## src/rtl/gpc_axis_tx_pad_if.sv

```systemverilog
// AXI-Stream link bundle used on both sides of the CMAC TX pad stage.
interface gpc_axis_tx_pad_if #(
   parameter int unsigned DATA_W = 512,
   parameter int unsigned KEEP_W = DATA_W / 8
);
   logic [DATA_W-1:0] tdata;
   logic [KEEP_W-1:0] tkeep;
   logic              tvalid;
   logic              tready;
   logic              tlast;

   modport master (output tdata, output tkeep, output tvalid, output tlast, input tready);
   modport slave  (input tdata, input tkeep, input tvalid, input tlast, output tready);
endinterface

```

## src/rtl/gpc_axis_tx_pad.sv

```systemverilog
// CMAC TX front end: pads short single-beat frames to the Ethernet minimum, flags illegal tkeep,
// and decouples both stream sides through an output register plus one skid entry.
module gpc_axis_tx_pad #(
   parameter int unsigned AXIS_DATA_WIDTH = 512,
   parameter int unsigned AXIS_KEEP_WIDTH = AXIS_DATA_WIDTH / 8,
   parameter int unsigned MIN_FRAME_BYTES = 60,
   parameter int unsigned CNT_WIDTH       = 32
) (
   input  logic                 clk,
   input  logic                 rst_n,
   gpc_axis_tx_pad_if.slave     s_axis,
   gpc_axis_tx_pad_if.master    m_axis,
   output logic [CNT_WIDTH-1:0] frame_count,
   output logic [CNT_WIDTH-1:0] pad_count,
   output logic [CNT_WIDTH-1:0] err_count
);

   localparam logic [AXIS_KEEP_WIDTH-1:0] MinMask =
      {AXIS_KEEP_WIDTH{1'b1}} >> (AXIS_KEEP_WIDTH - MIN_FRAME_BYTES);

   typedef enum logic [0:0] {StFirst, StMid} state_t;

   state_t                     state;
   logic                       in_ready;
   logic                       out_valid;
   logic                       out_last;
   logic [AXIS_DATA_WIDTH-1:0] out_data;
   logic [AXIS_KEEP_WIDTH-1:0] out_keep;
   logic                       skid_valid;
   logic                       skid_last;
   logic [AXIS_DATA_WIDTH-1:0] skid_data;
   logic [AXIS_KEEP_WIDTH-1:0] skid_keep;

   logic                       in_hs;
   logic                       out_free;
   logic                       out_hs;
   logic                       pad_hit;
   logic                       err_hit;
   logic                       skid_valid_nxt;
   int unsigned                pop;
   logic [AXIS_DATA_WIDTH-1:0] proc_data;
   logic [AXIS_KEEP_WIDTH-1:0] proc_keep;

   assign s_axis.tready = in_ready;
   assign m_axis.tvalid = out_valid;
   assign m_axis.tdata  = out_data;
   assign m_axis.tkeep  = out_keep;
   assign m_axis.tlast  = out_last;

   always_comb begin
      in_hs    = s_axis.tvalid && in_ready;
      out_free = m_axis.tready || !out_valid;
      out_hs   = out_valid && m_axis.tready;

      pop = 0;
      for (int i = 0; i < int'(AXIS_KEEP_WIDTH); i++) begin
         if (s_axis.tkeep[i]) pop++;
      end

      pad_hit = (state == StFirst) && s_axis.tlast && (pop < MIN_FRAME_BYTES);
      err_hit = (s_axis.tkeep == '0) || (!s_axis.tlast && (s_axis.tkeep != '1));

      proc_data = s_axis.tdata;
      proc_keep = s_axis.tkeep;
      if (pad_hit) begin
         proc_keep = s_axis.tkeep | MinMask;
         for (int i = 0; i < int'(AXIS_KEEP_WIDTH); i++) begin
            if (!s_axis.tkeep[i] && MinMask[i]) proc_data[8*i +: 8] = 8'h00;
         end
      end

      // Skid fills only when the output register is blocked; it drains before any new input.
      skid_valid_nxt = (!out_free && in_hs) || (skid_valid && !out_free);
   end

   always_ff @(posedge clk or negedge rst_n) begin
      if (!rst_n) begin
         state       <= StFirst;
         in_ready    <= 1'b0;
         out_valid   <= 1'b0;
         out_last    <= 1'b0;
         out_data    <= '0;
         out_keep    <= '0;
         skid_valid  <= 1'b0;
         skid_last   <= 1'b0;
         skid_data   <= '0;
         skid_keep   <= '0;
         frame_count <= '0;
         pad_count   <= '0;
         err_count   <= '0;
      end else begin
         skid_valid <= skid_valid_nxt;
         in_ready   <= !skid_valid_nxt;

         if (out_free) begin
            if (skid_valid) begin
               out_valid <= 1'b1;
               out_data  <= skid_data;
               out_keep  <= skid_keep;
               out_last  <= skid_last;
            end else if (in_hs) begin
               out_valid <= 1'b1;
               out_data  <= proc_data;
               out_keep  <= proc_keep;
               out_last  <= s_axis.tlast;
            end else begin
               out_valid <= 1'b0;
            end
         end else if (in_hs) begin
            skid_data <= proc_data;
            skid_keep <= proc_keep;
            skid_last <= s_axis.tlast;
         end

         if (in_hs) state <= s_axis.tlast ? StFirst : StMid;

         if (out_hs && out_last && (frame_count != '1)) frame_count <= frame_count + CNT_WIDTH'(1);
         if (in_hs && pad_hit && (pad_count != '1)) pad_count <= pad_count + CNT_WIDTH'(1);
         if (in_hs && err_hit && (err_count != '1)) err_count <= err_count + CNT_WIDTH'(1);
      end
   end

endmodule
```

## src/flat_wrapper.sv

```systemverilog
// flat-port wrapper written by rule: the top's interface ports become plain ports
module gpc_axis_tx_pad_flat 
#(
   parameter int unsigned AXIS_DATA_WIDTH = 512,
   parameter int unsigned AXIS_KEEP_WIDTH = AXIS_DATA_WIDTH / 8,
   parameter int unsigned MIN_FRAME_BYTES = 60,
   parameter int unsigned CNT_WIDTH       = 32
)
  (clk, rst_n, frame_count, pad_count, err_count, s_axis_tdata, s_axis_tkeep, s_axis_tvalid, s_axis_tlast, s_axis_tready, m_axis_tdata, m_axis_tkeep, m_axis_tvalid, m_axis_tlast, m_axis_tready);
  gpc_axis_tx_pad_if s_axis_i ();
  gpc_axis_tx_pad_if m_axis_i ();
  input  logic clk;
  input  logic rst_n;
  output logic [CNT_WIDTH-1:0] frame_count;
  output logic [CNT_WIDTH-1:0] pad_count;
  output logic [CNT_WIDTH-1:0] err_count;
  input wire logic [$bits(s_axis_i.tdata)-1:0] s_axis_tdata;
  input wire logic [$bits(s_axis_i.tkeep)-1:0] s_axis_tkeep;
  input wire logic [$bits(s_axis_i.tvalid)-1:0] s_axis_tvalid;
  input wire logic [$bits(s_axis_i.tlast)-1:0] s_axis_tlast;
  output wire logic [$bits(s_axis_i.tready)-1:0] s_axis_tready;
  output wire logic [$bits(m_axis_i.tdata)-1:0] m_axis_tdata;
  output wire logic [$bits(m_axis_i.tkeep)-1:0] m_axis_tkeep;
  output wire logic [$bits(m_axis_i.tvalid)-1:0] m_axis_tvalid;
  output wire logic [$bits(m_axis_i.tlast)-1:0] m_axis_tlast;
  input wire logic [$bits(m_axis_i.tready)-1:0] m_axis_tready;
  assign s_axis_i.tdata = s_axis_tdata;
  assign s_axis_i.tkeep = s_axis_tkeep;
  assign s_axis_i.tvalid = s_axis_tvalid;
  assign s_axis_i.tlast = s_axis_tlast;
  assign s_axis_tready = s_axis_i.tready;
  assign m_axis_tdata = m_axis_i.tdata;
  assign m_axis_tkeep = m_axis_i.tkeep;
  assign m_axis_tvalid = m_axis_i.tvalid;
  assign m_axis_tlast = m_axis_i.tlast;
  assign m_axis_i.tready = m_axis_tready;
  gpc_axis_tx_pad #(.AXIS_DATA_WIDTH(AXIS_DATA_WIDTH), .AXIS_KEEP_WIDTH(AXIS_KEEP_WIDTH), .MIN_FRAME_BYTES(MIN_FRAME_BYTES), .CNT_WIDTH(CNT_WIDTH)) u_core (.clk(clk), .rst_n(rst_n), .s_axis(s_axis_i), .m_axis(m_axis_i), .frame_count(frame_count), .pad_count(pad_count), .err_count(err_count));
endmodule
```

## config.mk

```make
export PLATFORM = sky130hd
export DESIGN_NAME = gpc_axis_tx_pad_flat
export DESIGN_NICKNAME = d
export VERILOG_FILES = /design/src/rtl/gpc_axis_tx_pad_if.sv /design/src/rtl/gpc_axis_tx_pad.sv /design/src/flat_wrapper.sv
export SDC_FILE = /design/constraint.sdc
export NUM_CORES = 2
export LEC_CHECK = 0
export BUFFER_PORTS_ARGS = -buffer_cell sky130_fd_sc_hd__buf_2
export CAP_MARGIN = 30
export CELL_PAD_IN_SITES_DETAIL_PLACEMENT = 0
export CELL_PAD_IN_SITES_GLOBAL_PLACEMENT = 1
export CORE_AREA = 2 2 494 496
export DETAILED_ROUTE_END_ITERATION = 8
export DIE_AREA = 0 0 496 498
export GPL_ROUTABILITY_DRIVEN = 0
export PLACE_DENSITY = 0.66
export REMOVE_ABC_BUFFERS = 1
export SLEW_MARGIN = 40
export SYNTH_ARGS = -nofsm -noshare
export SYNTH_HDL_FRONTEND = slang
export SYNTH_SLANG_ARGS = --single-unit
export TNS_END_PERCENT = 1
```

## constraint.sdc

```tcl
create_clock -name clk -period 9.8 [get_ports clk]
set_input_delay 0 -clock clk [delete_from_list [all_inputs] [get_ports clk]]
set_output_delay 0 -clock clk [all_outputs]
set_load 0.02 [all_outputs]
```

==> metrics.yaml <==
die:
  core_region_area_um2: 242000
  initial_core_util_pct: 28.1
  floorplan.rows: 181
  io-pin-count: 1256
  die_area_um2: 247000
  die-width_um: 496
  die_height_um: 498
timing:
  timing_worst_slew_pin_value_ns: 0.949
  slew-limit-headroom_pct: 36.7
  rsz0062_at_grt: "true"
  fin_setup_tns_ns: -25467.10
  period_needed_ns: 32.89
  setup_viol: 1112
  hold_viol: 0
  timing.clock.skew_ns: 0.0412
  fmaxAchievable_ghz: 0.0304
  worst_slack_ns: -23.09
  layout_worst_path_cycle_share_pct: 336
  pins_over_slew_limit: 0
route:
  route.detailed.vias_per_inst: 4.92
  antenna_violating_nets_post_route: 0
  drt-initial-drc-count: 5286
  detail_routed_net_length_per_standard_cell_um: 20.3
  via_count: 72100
  routed_wl_mm: 298
  drt_pre_antenna_iters: 8
  drc: 0
status:
  outcome: "finished, violations left"
  violations: "negative setup slack"
logic_synthesis:
  netlist_area_um2: 67900
  synthAdderAreaFrac_pct: 1.25
  synth.avg_cell_area_um2: 8.47
  synth_xor_xnor_area_share_pct: 7.71
  share_of_the_synthesized_area_in_compound_gates_ao_oa_aoi_oai_pct: 16.6
  synth_warnings: 0
  postSynthCellCount: 8020
  synth-seq-cells: 1254
  ys_seq_area_share_pct: 46.2
  synthMuxAreaShare_pct: 1.51
  asyncSetResetFlopFracSynth_pct: 100
  main_combinational_cell_family_by_area_after_synthesis: "simple AND/OR/NAND/NOR gates"
  synth.distinct_cells: 115
  synth_simple_gate_area_share_pct: 23.0
  synth-edff-count: 0
  ys_dominant_reg_cell: "sky130_fd_sc_hd__dfrtp_1"
clocking:
  cts.root.buffer_cell: "sky130_fd_sc_hd__clkbuf_16"
  clkLatencyLatePin_ns: 0.82
  cts.sink_count: 1254
  clkSlewWorstSetupHoldPaths_ns: 0.06
  cts_htree_levels: 4
  clock_path_buffers: 3
  cts_tree: "built"
  numCtsBuffers: 151
critical_path:
  critPathMostFrequentCell: "sky130_fd_sc_hd__ha_4"
  slowest_delay_ns: 0.34
  required_arrival_time_at_the_worst_endpoint_ns: 10.49
  r2r_slack_ns: 5.43
  critPathTopFamily: "adder cells"
  criticalPathCategory: "in -> reg"
  critPathArrivalTime_ns: 33.58
  timing.critical_path.from_type: "input pin"
  endpoint_kind: "flip-flop"
  critical_path.max_fanout: 8
  timing.critical_path.slowest_stage_cell: "sky130_fd_sc_hd__ha_1"
  worst-path-buf-inv: 28
layout:
  nNetsFinal: 11900
  layout_cell_share_with_drive_strength_beyond_1_pct: 29.4
  syn2layout_area_growth_pct: 57.0
  finalCoreUtilization_pct: 44.1
  stdcell_count: 14700
placement:
  place.port_buffers: 1255
  post-place-cells: 13000
  place_hpwl_mm: 201
worst_hold_path:
  hold_class: "in -> reg"
grt:
  maximum_number_of_pins_on_one_net_before_global_route_repair: 181
  grt-ovfl-total: 0
  grt_antenna_before_repair: 73
  grt_pass1_vias: 72500
  global_route_wire_length_before_repair_mm: 449
  gr_usage_total_pct: 23.3
run:
  maxCapViolations: 0
cells in the mapped netlist (59+ instances only):
cell                       instances  share of area [%]
sky130_fd_sc_hd__a21oi_1         578                4.3
sky130_fd_sc_hd__and3_1          538                5.0
sky130_fd_sc_hd__clkbuf_1        464                2.6
sky130_fd_sc_hd__dfrtp_1        1254                 46
sky130_fd_sc_hd__ha_1             67                1.2
sky130_fd_sc_hd__inv_1            85               0.47
sky130_fd_sc_hd__mux2i_1          69                1.0
sky130_fd_sc_hd__nand2_1        2051                 11
sky130_fd_sc_hd__nand3_1         113               0.83
sky130_fd_sc_hd__nand4_1          59               0.54
sky130_fd_sc_hd__nor2_1          205                1.1
sky130_fd_sc_hd__nor3_1          108               0.80
sky130_fd_sc_hd__o21ai_0         483                3.6
sky130_fd_sc_hd__o21ai_1         764                5.6
sky130_fd_sc_hd__xnor2_1         277                3.6
sky130_fd_sc_hd__xor2_1          122                1.6
repair_timing:
item | CTS | global route
cloned | 7 | 4
hold endpoints to repair | 1690 | 1
pin swaps | 159 | 214
hold buffers | 1095 | 1
gates resized for setup | 245 | 433
setup buffers | 198 | 42
setup endpoints to repair | 1112 | 1112
path summary, 6_finish.rpt:
check	start	end	depth (start not counted)
setup reg to reg	u_core.s_axis.tready	u_core.err_count[29]	14
max in group asynchronous	rst_n	u_core.skid_data[234]	7
hold reg to reg	u_core.skid_keep[23]	u_core.skid_keep[23]	2
hold / removal	s_axis_tdata[416]	u_core.skid_data[416]	4
setup / recovery	s_axis_tkeep[0]	u_core.skid_data[437]	209
min in group asynchronous	rst_n	u_core.m_axis.tdata[188]	4
layout by cell type, fill, tap and decap left out, types with 20 or more instances in the layout:
cell type	synthesis	layout
sky130_fd_sc_hd__clkbuf_16	0	154
sky130_fd_sc_hd__o21ai_2	1	126
sky130_fd_sc_hd__xnor2_1	277	256
sky130_fd_sc_hd__xor2_2	11	21
sky130_fd_sc_hd__o22ai_1	24	22
sky130_fd_sc_hd__and2_1	58	39
sky130_fd_sc_hd__and3_1	538	536
sky130_fd_sc_hd__a21oi_1	578	561
sky130_fd_sc_hd__diode_2	0	48
sky130_fd_sc_hd__ha_4	0	34
sky130_fd_sc_hd__xnor3_1	27	26
sky130_fd_sc_hd__buf_2	58	1251
sky130_fd_sc_hd__xnor2_2	23	37
sky130_fd_sc_hd__nor2_1	205	190
sky130_fd_sc_hd__or3_1	26	23
sky130_fd_sc_hd__nor2b_1	30	24
sky130_fd_sc_hd__clkbuf_1	464	32
sky130_fd_sc_hd__inv_1	85	69
sky130_fd_sc_hd__mux2i_1	69	64
sky130_fd_sc_hd__clkbuf_8	0	38
sky130_fd_sc_hd__nand4_1	59	59
sky130_fd_sc_hd__o21ai_0	483	360
sky130_fd_sc_hd__buf_16	0	20
sky130_fd_sc_hd__nand3_1	113	109
sky130_fd_sc_hd__nand2_1	2051	2024
sky130_fd_sc_hd__o21ai_1	764	755
sky130_fd_sc_hd__nor3_1	108	94
sky130_fd_sc_hd__buf_12	0	98
sky130_fd_sc_hd__buf_4	7	1156
sky130_fd_sc_hd__xor2_1	122	110
sky130_fd_sc_hd__buf_6	4	39
sky130_fd_sc_hd__dlygate4sd3_1	0	1095
sky130_fd_sc_hd__ha_1	67	31
sky130_fd_sc_hd__nor4_1	26	25
sky130_fd_sc_hd__dfrtp_1	1254	1253
worst register-to-register path: stages (launching register included):
cell,delay [ns]
sky130_fd_sc_hd__dfrtp_1,0.36
sky130_fd_sc_hd__nand2_1,0.32
sky130_fd_sc_hd__nor3_1,0.54
sky130_fd_sc_hd__nand3_1,0.17
sky130_fd_sc_hd__nor4_1,0.27
sky130_fd_sc_hd__nand4_1,0.24
sky130_fd_sc_hd__nand2_1,0.42
sky130_fd_sc_hd__o21ai_0,0.38
sky130_fd_sc_hd__inv_1,0.21
sky130_fd_sc_hd__nand4_1,0.19
sky130_fd_sc_hd__nor2_1,0.35
sky130_fd_sc_hd__nand2_1,0.24
sky130_fd_sc_hd__nor3_1,0.32
sky130_fd_sc_hd__nand2_1,0.12
sky130_fd_sc_hd__xnor2_1,0.13
state kept, by name, indices dropped and copies added, names as in the netlist, 32 cells and up:
register / count
u_core.m_axis.tdata: 512
u_core.skid_data: 512
u_core.m_axis.tkeep: 64
u_core.err_count: 32
u_core.pad_count: 32
u_core.frame_count: 32
u_core.skid_keep: 64
cells by family (layout without fill, tap and decap cells):
logic type               count (synthesis)  after routing
other                                    0             48
XOR/XNOR                               483            483
multiplexers                            97             97
adder cells (fa/ha/maj)                 68             68
flip-flops                            1254           1254
AND/OR/NAND/NOR                       3402           3402
AO/OA/AOI/OAI                         2080           2080
buffers and inverters                  636           4022
per-layer routing:
metal,track usage [%],share of wire (%)
met5,0,0.054
met4,10.4,4.7
met3,5.76,7.5
met2,37.9,47
met1,29.0,41
per-stage QoR:
step	instance area (um2)	hold slack [ns]	setup WS (ns)
after global placement	85200	0.0617	-26.90
after CTS	104000	0.0000487	-22.77
after floorplan	65700	-0.296	-153.00
after detailed placement	85400	0.0707	-27.45
after global routing	107000	0.0286	-24.51
final	107000	0.0477	-23.09
layout make-up:
cell class / count / area [um2]
clock inverter: 49 / 856
antenna: 48 / 120
multi-input combinational: 6130 / 36600
sequential: 1254 / 31400
fill: 23600 / 135000
timing repair buffer: 3667 / 29000
tap: 3202 / 4010
clock buffer: 220 / 4410
inverter: 86 / 332
Power is left out: the tool's default activity adds up to more than one toggle a clock period on the data nets, which glitch-free logic cannot reach.
